--- src/rtl/dpram_pkg.sv ---
// Shared types and constants for the byte-enable dual-port RAM and its init sequencer.
package dpram_pkg;

    typedef enum logic {
        ST_CLEAR,
        ST_READY
    } state_t;

    localparam int unsigned RDW_OLD = 0;
    localparam int unsigned RDW_NEW = 1;

    function automatic int unsigned lane_count(input int unsigned data_width,
                                               input int unsigned byte_width);
        return data_width / byte_width;
    endfunction

endpackage

--- src/rtl/dpram_init_seq.sv ---
// Post-reset clear sequencer: walks every address writing zero, then opens the RAM for use.
module dpram_init_seq
    import dpram_pkg::*;
#(
    parameter int unsigned ADDRESS_SIZE  = 3,
    parameter int unsigned ADDRESS_DEPTH = 8
) (
    input  logic                    clk,
    input  logic                    rst,
    input  logic                    req,
    output logic                    busy,
    output logic                    req_drop,
    output logic                    clr_en,
    output logic [ADDRESS_SIZE-1:0] clr_addr
);

    state_t                  state_q, state_d;
    logic [ADDRESS_SIZE-1:0] clr_cnt_q, clr_cnt_d;
    logic                    busy_q, busy_d;
    logic                    req_drop_q, req_drop_d;

    always_ff @(posedge clk) begin
        if (rst) begin
            state_q    <= ST_CLEAR;
            clr_cnt_q  <= '0;
            busy_q     <= 1'b1;
            req_drop_q <= 1'b0;
        end else begin
            state_q    <= state_d;
            clr_cnt_q  <= clr_cnt_d;
            busy_q     <= busy_d;
            req_drop_q <= req_drop_d;
        end
    end

    always_comb begin
        state_d    = state_q;
        clr_cnt_d  = clr_cnt_q;
        busy_d     = busy_q;
        clr_en     = 1'b0;
        req_drop_d = req & busy_q;
        unique case (state_q)
            ST_CLEAR: begin
                // Memory must stay untouched on reset edges.
                clr_en    = ~rst;
                clr_cnt_d = clr_cnt_q + ADDRESS_SIZE'(1);
                if (clr_cnt_q == ADDRESS_SIZE'(ADDRESS_DEPTH - 1)) begin
                    state_d = ST_READY;
                    busy_d  = 1'b0;
                end
            end
            ST_READY: begin
                busy_d = 1'b0;
            end
            default: begin
                state_d = ST_CLEAR;
                busy_d  = 1'b1;
            end
        endcase
    end

    assign busy     = busy_q;
    assign req_drop = req_drop_q;
    assign clr_addr = clr_cnt_q;

endmodule

--- src/rtl/dual_port_ram_be.sv ---
// Simple dual-port RAM with byte-enable writes, 1/2-cycle read latency and defined collisions.
module dual_port_ram_be
    import dpram_pkg::*;
#(
    parameter int unsigned DATA_WIDTH    = 16,
    parameter int unsigned BYTE_WIDTH    = 8,
    parameter int unsigned ADDRESS_SIZE  = 3,
    parameter int unsigned ADDRESS_DEPTH = 8,
    parameter int unsigned RD_LATENCY    = 1,
    parameter int unsigned RDW_MODE      = 0
) (
    input  logic                               clk,
    input  logic                               rst,
    input  logic [DATA_WIDTH-1:0]              wr_data,
    input  logic                               we,
    input  logic [DATA_WIDTH/BYTE_WIDTH-1:0]   wr_be,
    input  logic [ADDRESS_SIZE-1:0]            wr_addr,
    input  logic                               re,
    input  logic [ADDRESS_SIZE-1:0]            rd_addr,
    output logic [DATA_WIDTH-1:0]              rd_data,
    output logic                               rd_valid,
    output logic                               busy,
    output logic                               req_drop
);

    localparam int unsigned NumLanes = lane_count(DATA_WIDTH, BYTE_WIDTH);

    if (DATA_WIDTH % BYTE_WIDTH != 0) begin : g_bad_byte_width
        $error("DATA_WIDTH must be a multiple of BYTE_WIDTH");
    end
    if (ADDRESS_DEPTH != (1 << ADDRESS_SIZE)) begin : g_bad_depth
        $error("ADDRESS_DEPTH must equal 2**ADDRESS_SIZE");
    end
    if (RD_LATENCY != 1 && RD_LATENCY != 2) begin : g_bad_latency
        $error("RD_LATENCY must be 1 or 2");
    end

    logic [DATA_WIDTH-1:0]   mem [ADDRESS_DEPTH];
    logic                    clr_en;
    logic [ADDRESS_SIZE-1:0] clr_addr;
    logic                    wr_acc, rd_acc;
    logic [DATA_WIDTH-1:0]   wr_merged, rd_word;
    logic [DATA_WIDTH-1:0]   s1_data_q;
    logic                    s1_valid_q;

    dpram_init_seq #(
        .ADDRESS_SIZE  (ADDRESS_SIZE),
        .ADDRESS_DEPTH (ADDRESS_DEPTH)
    ) u_init_seq (
        .clk      (clk),
        .rst      (rst),
        .req      (we | re),
        .busy     (busy),
        .req_drop (req_drop),
        .clr_en   (clr_en),
        .clr_addr (clr_addr)
    );

    assign wr_acc = we & ~busy & ~rst;
    assign rd_acc = re & ~busy & ~rst;

    always_comb begin
        wr_merged = mem[wr_addr];
        for (int unsigned i = 0; i < NumLanes; i++) begin
            if (wr_be[i]) begin
                wr_merged[i*BYTE_WIDTH +: BYTE_WIDTH] = wr_data[i*BYTE_WIDTH +: BYTE_WIDTH];
            end
        end
    end

    // New-data mode forwards the merged write word; old-data mode reads the array as-is.
    always_comb begin
        rd_word = mem[rd_addr];
        if (RDW_MODE == RDW_NEW && wr_acc && wr_addr == rd_addr) begin
            rd_word = wr_merged;
        end
    end

    always_ff @(posedge clk) begin
        if (clr_en) begin
            mem[clr_addr] <= '0;
        end else if (wr_acc) begin
            mem[wr_addr] <= wr_merged;
        end
    end

    always_ff @(posedge clk) begin
        if (rst) begin
            s1_data_q  <= '0;
            s1_valid_q <= 1'b0;
        end else begin
            s1_valid_q <= rd_acc;
            if (rd_acc) begin
                s1_data_q <= rd_word;
            end
        end
    end

    if (RD_LATENCY == 1) begin : g_lat1
        assign rd_data  = s1_data_q;
        assign rd_valid = s1_valid_q;
    end else begin : g_lat2
        logic [DATA_WIDTH-1:0] s2_data_q;
        logic                  s2_valid_q;

        always_ff @(posedge clk) begin
            if (rst) begin
                s2_data_q  <= '0;
                s2_valid_q <= 1'b0;
            end else begin
                s2_valid_q <= s1_valid_q;
                if (s1_valid_q) begin
                    s2_data_q <= s1_data_q;
                end
            end
        end

        assign rd_data  = s2_data_q;
        assign rd_valid = s2_valid_q;
    end

endmodule
--- config.mk ---
export PLATFORM = sky130hd
export DESIGN_NAME = dual_port_ram_be
export DESIGN_NICKNAME = d
export VERILOG_FILES = /design/src/rtl/dpram_pkg.sv /design/src/rtl/dpram_init_seq.sv /design/src/rtl/dual_port_ram_be.sv
export SDC_FILE = /design/constraint.sdc
export NUM_CORES = 1
export LEC_CHECK = 0
export CAP_MARGIN = 20
export CORE_MARGIN = 3
export CORE_UTILIZATION = 52
export CTS_CLUSTER_SIZE = 16
export DETAILED_ROUTE_END_ITERATION = 7
export MAX_ROUTING_LAYER = met4
export PLACE_DENSITY = 0.75
export SYNTH_ARGS = -nofsm -noshare
export SYNTH_HDL_FRONTEND = slang
export SYNTH_SLANG_ARGS = --single-unit
--- constraint.sdc ---
create_clock -name clk -period 2.1 [get_ports clk]
set_clock_uncertainty 0.2 [all_clocks]
set_input_delay 0.315 -clock clk [delete_from_list [all_inputs] [get_ports clk]]
set_output_delay 0.315 -clock clk [all_outputs]
set_load 0.1 [all_outputs]
==> impl_metrics.env, run 1 <==
export IMPL_cp_max_fo=9
export IMPL_antenna_left=0
export IMPL_postLayoutCoreUtil_pct=67.2
export IMPL_ios=47
export IMPL_die_h_um=115
export IMPL_synth_fp_nets=421
export IMPL_post_drt_wl_per_cell_um=21.1
export IMPL_yosys_warnings=0
export IMPL_drt_wl_total_mm=13.3
export IMPL_crit_type="primary input to register"
export IMPL_synthArstFlopShare_pct=0
export IMPL_cp_end_kind="register"
export IMPL_worstPathRequired_ns=2.01
export IMPL_cts_repair_resized=0
export IMPL_r2r_slack_ns=0.15
export IMPL_areaGrowthSynthToFinish_pct=25.7
export IMPL_place_gp_congestion=0.859
export IMPL_post_dp_hpwl_mm=8.91
export IMPL_initial_core_util_pct=53.4
export IMPL_core_rowCount=39
export IMPL_period_needed_ns=1.97
export IMPL_ctsHoldBuffers=0
export IMPL_io_buffers=46
export IMPL_vias=3658
export IMPL_clk_insertion_delay_late_ns=0.41
export IMPL_cts_htree_levels=4
export IMPL_synth_area_mm2=0.00615
export IMPL_cts_tree="done"
export IMPL_grt_usage_pct=22.4
export IMPL_finalSetupViolations=0
export IMPL_hp_class="primary input to register"
export IMPL_total_power_uw=6800
export IMPL_antenna_found_initial=0
export IMPL_drive_above_1_share_pct=29.1
export IMPL_max_freq_mhz=507
export IMPL_clock_path_buffers=2
export IMPL_die_w_um=115
export IMPL_slew_headroom_pct=68.8
export IMPL_vdd_drop_max_v=0.000533
export IMPL_n_antenna_cell=0
export IMPL_core_area_mm2=0.0115
export IMPL_dr_first_iter_drc_count=306
export IMPL_p_leak_uw=0.00263
export IMPL_numCtsBuffers=17
export IMPL_critPathArrivalTime_ns=1.89
export IMPL_dieArea_mm2=0.0132
export IMPL_syn_inst=391
export IMPL_synth_seq_cells=151
export IMPL_dr_pass1_iters=4
export IMPL_grt_max_degree=35
export IMPL_power_density_mw_per_mm2=879
export IMPL_ys_seq_area_share_pct=69.9
export IMPL_layout_worst_path_cycle_share_pct=93.9
export IMPL_startpoint_type="primary input"
export IMPL_syn_area_per_cell_um2=15.7
export IMPL_drcViolationCount=0
export IMPL_worst_pin_slew_ns=0.456
export IMPL_drv_slew=0
export IMPL_status="finished clean"
export IMPL_synthFlopType="edfxtp_1"
export IMPL_clk_pin_slew_ns=0.06
export IMPL_via_per_inst=5.82
export IMPL_clkSinkCount=151
export IMPL_hold_viol=0
export IMPL_grt_first_pass_wirelength_mm=21.0
export IMPL_yosys_cell_types_count=38
export IMPL_grt_pass1_vias=3781
export IMPL_cts_setup_buffers=0
export IMPL_rsz0062_at_grt="no"
export IMPL_fin_nets=503
export IMPL_grt_remaining_overflow=0
export IMPL_cap_violations=0
export IMPL_root_buffer="clkbuf_16"
export IMPL_synth_edf_count=128
==> Yosys cell counts (all sizes together), types with 9 or more instances <==
master / number / area share [%]
edfxtp: 128 / 62
mux2i: 33 / 5.4
mux2: 31 / 5.7
dfxtp: 23 / 7.5
nand3b: 18 / 2.2
and3: 17 / 1.7
a21oi: 16 / 1.3
buf: 16 / 1.8
a22o: 15 / 2.1
o22ai: 15 / 1.5
o31ai: 15 / 1.8
nor2: 12 / 0.73
clkbuf: 9 / 0.55
==> layout by cell type (no fill, tap or decap), types with 4 or more instances in the layout <==
| cell type | Yosys | final |
|---|---|---|
| buf_4 | 5 | 49 |
| inv_1 | 4 | 4 |
| a21oi_2 | 0 | 9 |
| o31ai_1 | 15 | 15 |
| clkbuf_16 | 0 | 17 |
| a21oi_4 | 0 | 4 |
| edfxtp_1 | 128 | 128 |
| mux2_2 | 31 | 31 |
| o2111ai_1 | 6 | 6 |
| nand3b_1 | 18 | 18 |
| o22ai_1 | 15 | 15 |
| and3_1 | 17 | 17 |
| a22o_1 | 15 | 15 |
| nor2b_1 | 4 | 4 |
| clkdlybuf4s50_1 | 0 | 25 |
| dfxtp_1 | 23 | 22 |
| buf_12 | 0 | 11 |
| nor2_1 | 12 | 11 |
| mux2i_1 | 33 | 33 |
==> stage by stage <==
| step | setup slack, ns | TNS, ns | hold WS [ns] | instance area [um2] | cells |
|---|---|---|---|---|---|
| floorplan | -0.0224 | -0.716 | 0.283 | 6230 | 391 |
| global placement | -0.381 | -66.61 | 0.275 | 7130 | 597 |
| detailed placement | -0.385 | -72.23 | 0.280 | 7130 | 597 |
| CTS | 0.0460 | 0 | 0.291 | 7720 | 628 |
| global route | 0.0118 | 0 | 0.142 | 7730 | 628 |
| finish | 0.128 | 0 | 0.0962 | 7730 | 628 |
==> worst max-delay path, cell delays in order <==
cell and delay, ns:
clkdlybuf4s50_1 0.42, buf_4 0.16, and4bb_4 0.42, nand4b_1 0.15, a21oi_1 0.19, buf_4 0.22
==> sequential cells by signal, indices dropped and copies added, names as in the netlist <==
name                 count
u_init_seq.req_drop      1
u_init_seq.busy          1
u_init_seq.state_q       1
rd_data                 16
rd_valid                 1
u_init_seq.clr_addr      3
mem                    128
==> final timing paths <==
check,cells after the start,start,endpoint
worst max-delay path,6,rst,mem[1][5]
worst min-delay path,3,we,u_init_seq.req_drop
worst min register to register,2,rd_data[0],rd_data[0]
worst max register to register,3,u_init_seq.busy,mem[5][9]
==> layout make-up <==
class / count / area, um2
fillers: 755 / 3780
well taps: 143 / 179
clock inverters: 12 / 154
clock buffers: 19 / 433
flip-flops and latches: 151 / 4310
repair buffers: 88 / 867
inverters: 4 / 15.0
multi-input cells: 211 / 1780
==> report_power, final <==
part | internal (uW) | switching, uW | leakage (uW)
Sequential | 3310 | 35.3 | 0.00123
Combinational | 207 | 249 | 0.00112
Clock | 1860 | 1140 | 0.000281
==> metal layers <==
metal / GRT usage, % / vias up / part of all wire (%)
met5: - / - / 0
met4: 7.43 / 0 / 1.4
met3: 4.16 / 18 / 5.2
met2: 35.4 / 94 / 50
met1: 29.7 / 1818 / 44
li1: - / 1728 / -
==> cell families after synthesis <==
| kind of cell | Yosys count | synth area share, % |
|---|---|---|
| multiplexers | 64 | 11.0 |
| adder cells (fa/ha/maj) | 2 | 0.407 |
| flip-flops | 151 | 69.9 |
| buffers and inverters | 29 | 2.56 |
| AO/OA/AOI/OAI | 75 | 8.68 |
| XOR/XNOR | 1 | 0.142 |
| AND/OR/NAND/NOR | 69 | 7.24 |
Note: power is estimated with default switching activity, not from simulation.
==> run 2, diff against run 1 <==
ABC_AREA = 1   (was unset)
CORE_UTILIZATION = 53   (was 52)
CTS_CLUSTER_DIAMETER = 120   (was unset)
PLACE_DENSITY = 0.76   (was 0.75)
==> run 2 against run 1 <==
Effect of this change:
- synthesized cell count grew 73%
- wire length grew 21%
- synthesized area grew 6.0%
- die area grew 3.8%
- core utilization is essentially flat
- via count grew 31%
- register-to-register slack lost 0.04 ns
- final cell count grew 43%
- largest cell class unchanged
==> impl_metrics.env, run 2 <==
export IMPL_cp_end_kind="register"
export IMPL_synth_seq_cells=151
export IMPL_synth_most_common_cell="nand2_1"
export IMPL_synthFlopType="edfxtp_1"
export IMPL_synthDominantCellAreaShare_pct=58.9
export IMPL_grt_max_degree=65
export IMPL_synth_largest_area_cell="edfxtp_1"
export IMPL_die_w_um=117
export IMPL_grt_pass1_vias=4533
export IMPL_cap_violations=0
export IMPL_yosys_cell_types_count=18
export IMPL_synth_edf_count=128
export IMPL_numCtsBuffers=17
export IMPL_maxUsedRoutingLayer="met4"
export IMPL_synth_area_mm2=0.00652
export IMPL_dr_pass1_iters=7
export IMPL_ios=47
export IMPL_fin_nets=769
export IMPL_root_buffer="clkbuf_16"
export IMPL_cts_setup_buffers=0
export IMPL_clk_insertion_delay_late_ns=0.42
export IMPL_regMostFlops="mem"
export IMPL_antenna_found_initial=0
export IMPL_drive_above_1_share_pct=12.0
export IMPL_wl_met3_mm=1.67
export IMPL_grt_first_pass_wirelength_mm=24.9
export IMPL_worst_pin_slew_ns=0.756
export IMPL_via_per_inst=5.36
export IMPL_p_int_uw=5420
export IMPL_worstPathRequired_ns=2.02
export IMPL_layout_worst_path_cycle_share_pct=96.2
export IMPL_power_density_mw_per_mm2=880
export IMPL_route_met2_wl_mm=7.39
export IMPL_slew_headroom_pct=49.4
export IMPL_synthArstFlopShare_pct=0
export IMPL_synth_compound_area_share_pct=2.11
export IMPL_synth_fa_ha_area_share_pct=0.384
export IMPL_grt_remaining_overflow=0
export IMPL_cp_max_fo=22
export IMPL_cts_tree="done"
export IMPL_dieArea_mm2=0.0137
export IMPL_ys_seq_area_share_pct=66.0
export IMPL_drv_slew=0
export IMPL_clkSinkCount=151
export IMPL_startpoint_type="primary input"
export IMPL_clock_path_buffers=2
export IMPL_synth_top_family_by_area="simple AND/OR/NAND/NOR gates"
export IMPL_critPathArrivalTime_ns=1.95
export IMPL_drcViolationCount=0
export IMPL_fin_cells=895
export IMPL_hold_viol=0
export IMPL_max_freq_mhz=495
export IMPL_final_common_cell="nand2_1"
export IMPL_drt_wl_total_mm=16.0
export IMPL_synth_fp_nets=705
export IMPL_postLayoutCoreUtil_pct=67.2
export IMPL_n_antenna_cell=0
export IMPL_combPwrFrac_pct=6.8
export IMPL_synth_area_top_cells="edfxtp_1, nand2_1, nand3_1"
export IMPL_dr_first_iter_drc_count=477
export IMPL_switching_power_uw=1500
export IMPL_post_drt_wl_per_cell_um=17.9
export IMPL_post_dp_hpwl_mm=10.4
export IMPL_core_area_mm2=0.0117
export IMPL_timing_hold_ws_ns=0.263
export IMPL_vdd_drop_max_v=0.000672
export IMPL_initial_core_util_pct=55.7
export IMPL_synth_mux_area_share_pct=0
export IMPL_antenna_left=0
export IMPL_vias=4794
export IMPL_yosys_area_share_simple_pct=21.8
export IMPL_p_clk_share_pct=45.5
export IMPL_crit_type="primary input to register"
export IMPL_status="finished clean"
export IMPL_pwr_share_seq_pct=47.7
export IMPL_yosys_warnings=0
export IMPL_p_leak_uw=0.00347
export IMPL_swShare_pct=21.7
export IMPL_grt_usage_pct=25.8
export IMPL_dpl_cell_count=863
export IMPL_rsz0062_at_grt="no"
export IMPL_hp_class="register to register"
export IMPL_period_needed_ns=2.02
export IMPL_clk_pin_slew_ns=0.06
export IMPL_largest_reg_flops=128
export IMPL_core_rowCount=39
export IMPL_drt_met1_wl_mm=6.71
export IMPL_synth_common_cells="nand2_1, edfxtp_1, inv_1"
export IMPL_place_gp_congestion=0.951
export IMPL_layout_common_cells="nand2_1, edfxtp_1, inv_1, nand3_1, buf_4"
export IMPL_synth_xor_area_share_pct=0
export IMPL_finalSetupViolations=0
export IMPL_die_h_um=117
export IMPL_syn_area_per_cell_um2=9.66
export IMPL_total_power_uw=6920
export IMPL_syn_inst=675
export IMPL_io_buffers=46
export IMPL_areaGrowthSynthToFinish_pct=20.6
export IMPL_cts_htree_levels=4
run 2: cell type report:
type                            count  area (um2)
Clock buffer                       23         553
Clock inverter                      9        80.1
Inverter                          126         473
Timing Repair Buffer               75         683
Multi-Input combinational cell    368        1590
Tap cell                          143         179
Sequential cell                   151        4310
Fill cell                         869        3850
run 2: layer usage:
metal	track usage, %	vias up
met1	35.6	2229
met5	-	-
li1	-	2284
met3	6.63	22
met4	8.49	0
met2	37.9	259
run 2: critical path, stage by stage:
cell and delay [ns]:
clkdlybuf4s50_1 0.44, o211ai_2 0.25, buf_12 0.20, nand2_1 0.09, nand2_1 0.16, nand3_1 0.16
nor2_1 0.13, buf_4 0.19
run 2: power groups by stage:
stage          Combinational, uW  Clock (uW)  Sequential (uW)
3_3_place_gp                 441           0             3360
3_5_place_dp                 453           0             3370
6_report                     469        3150             3300
2_1_floorplan                251           0             3380
4_1_cts                      462        3160             3300
5_1_grt                      512        3310             3310
run 2: kinds of logic (layout without fill, tap and decap cells):
kind of cell / after synthesis / after routing
buffers and inverters: 156 / 233
AO/OA/AOI/OAI: 26 / 26
adder cells (fa/ha/maj): 2 / 2
AND/OR/NAND/NOR: 340 / 340
flip-flops: 151 / 151
run 2: worst paths after layout:
check | from | to | slack [ns] | cells after the start
min reg2reg | rd_data[0] | rd_data[0] | 0.26 | 2
max | wr_be[0] | mem[5][11] | 0.08 | 8
min | rd_data[0] | rd_data[0] | 0.26 | 2
max reg2reg | u_init_seq.busy | mem[5][11] | 0.11 | 8
run 2: stage by stage:
step           setup TNS (ns)  setup slack (ns)  instance area [um2]
2_1_floorplan               0            0.0272                 6530
3_3_place_gp           -39.38            -0.262                 7220
3_5_place_dp           -45.95            -0.272                 7220
4_1_cts                     0             0.107                 7860
5_1_grt                     0            0.0138                 7870
6_report                    0            0.0792                 7870
run 2: what timing repair did:
action                                  CTS  global route
endpoints found under the hold margin     0             0
hold buffers                              0             0
gates resized for setup                   0             3
endpoints found under the setup margin    0            15
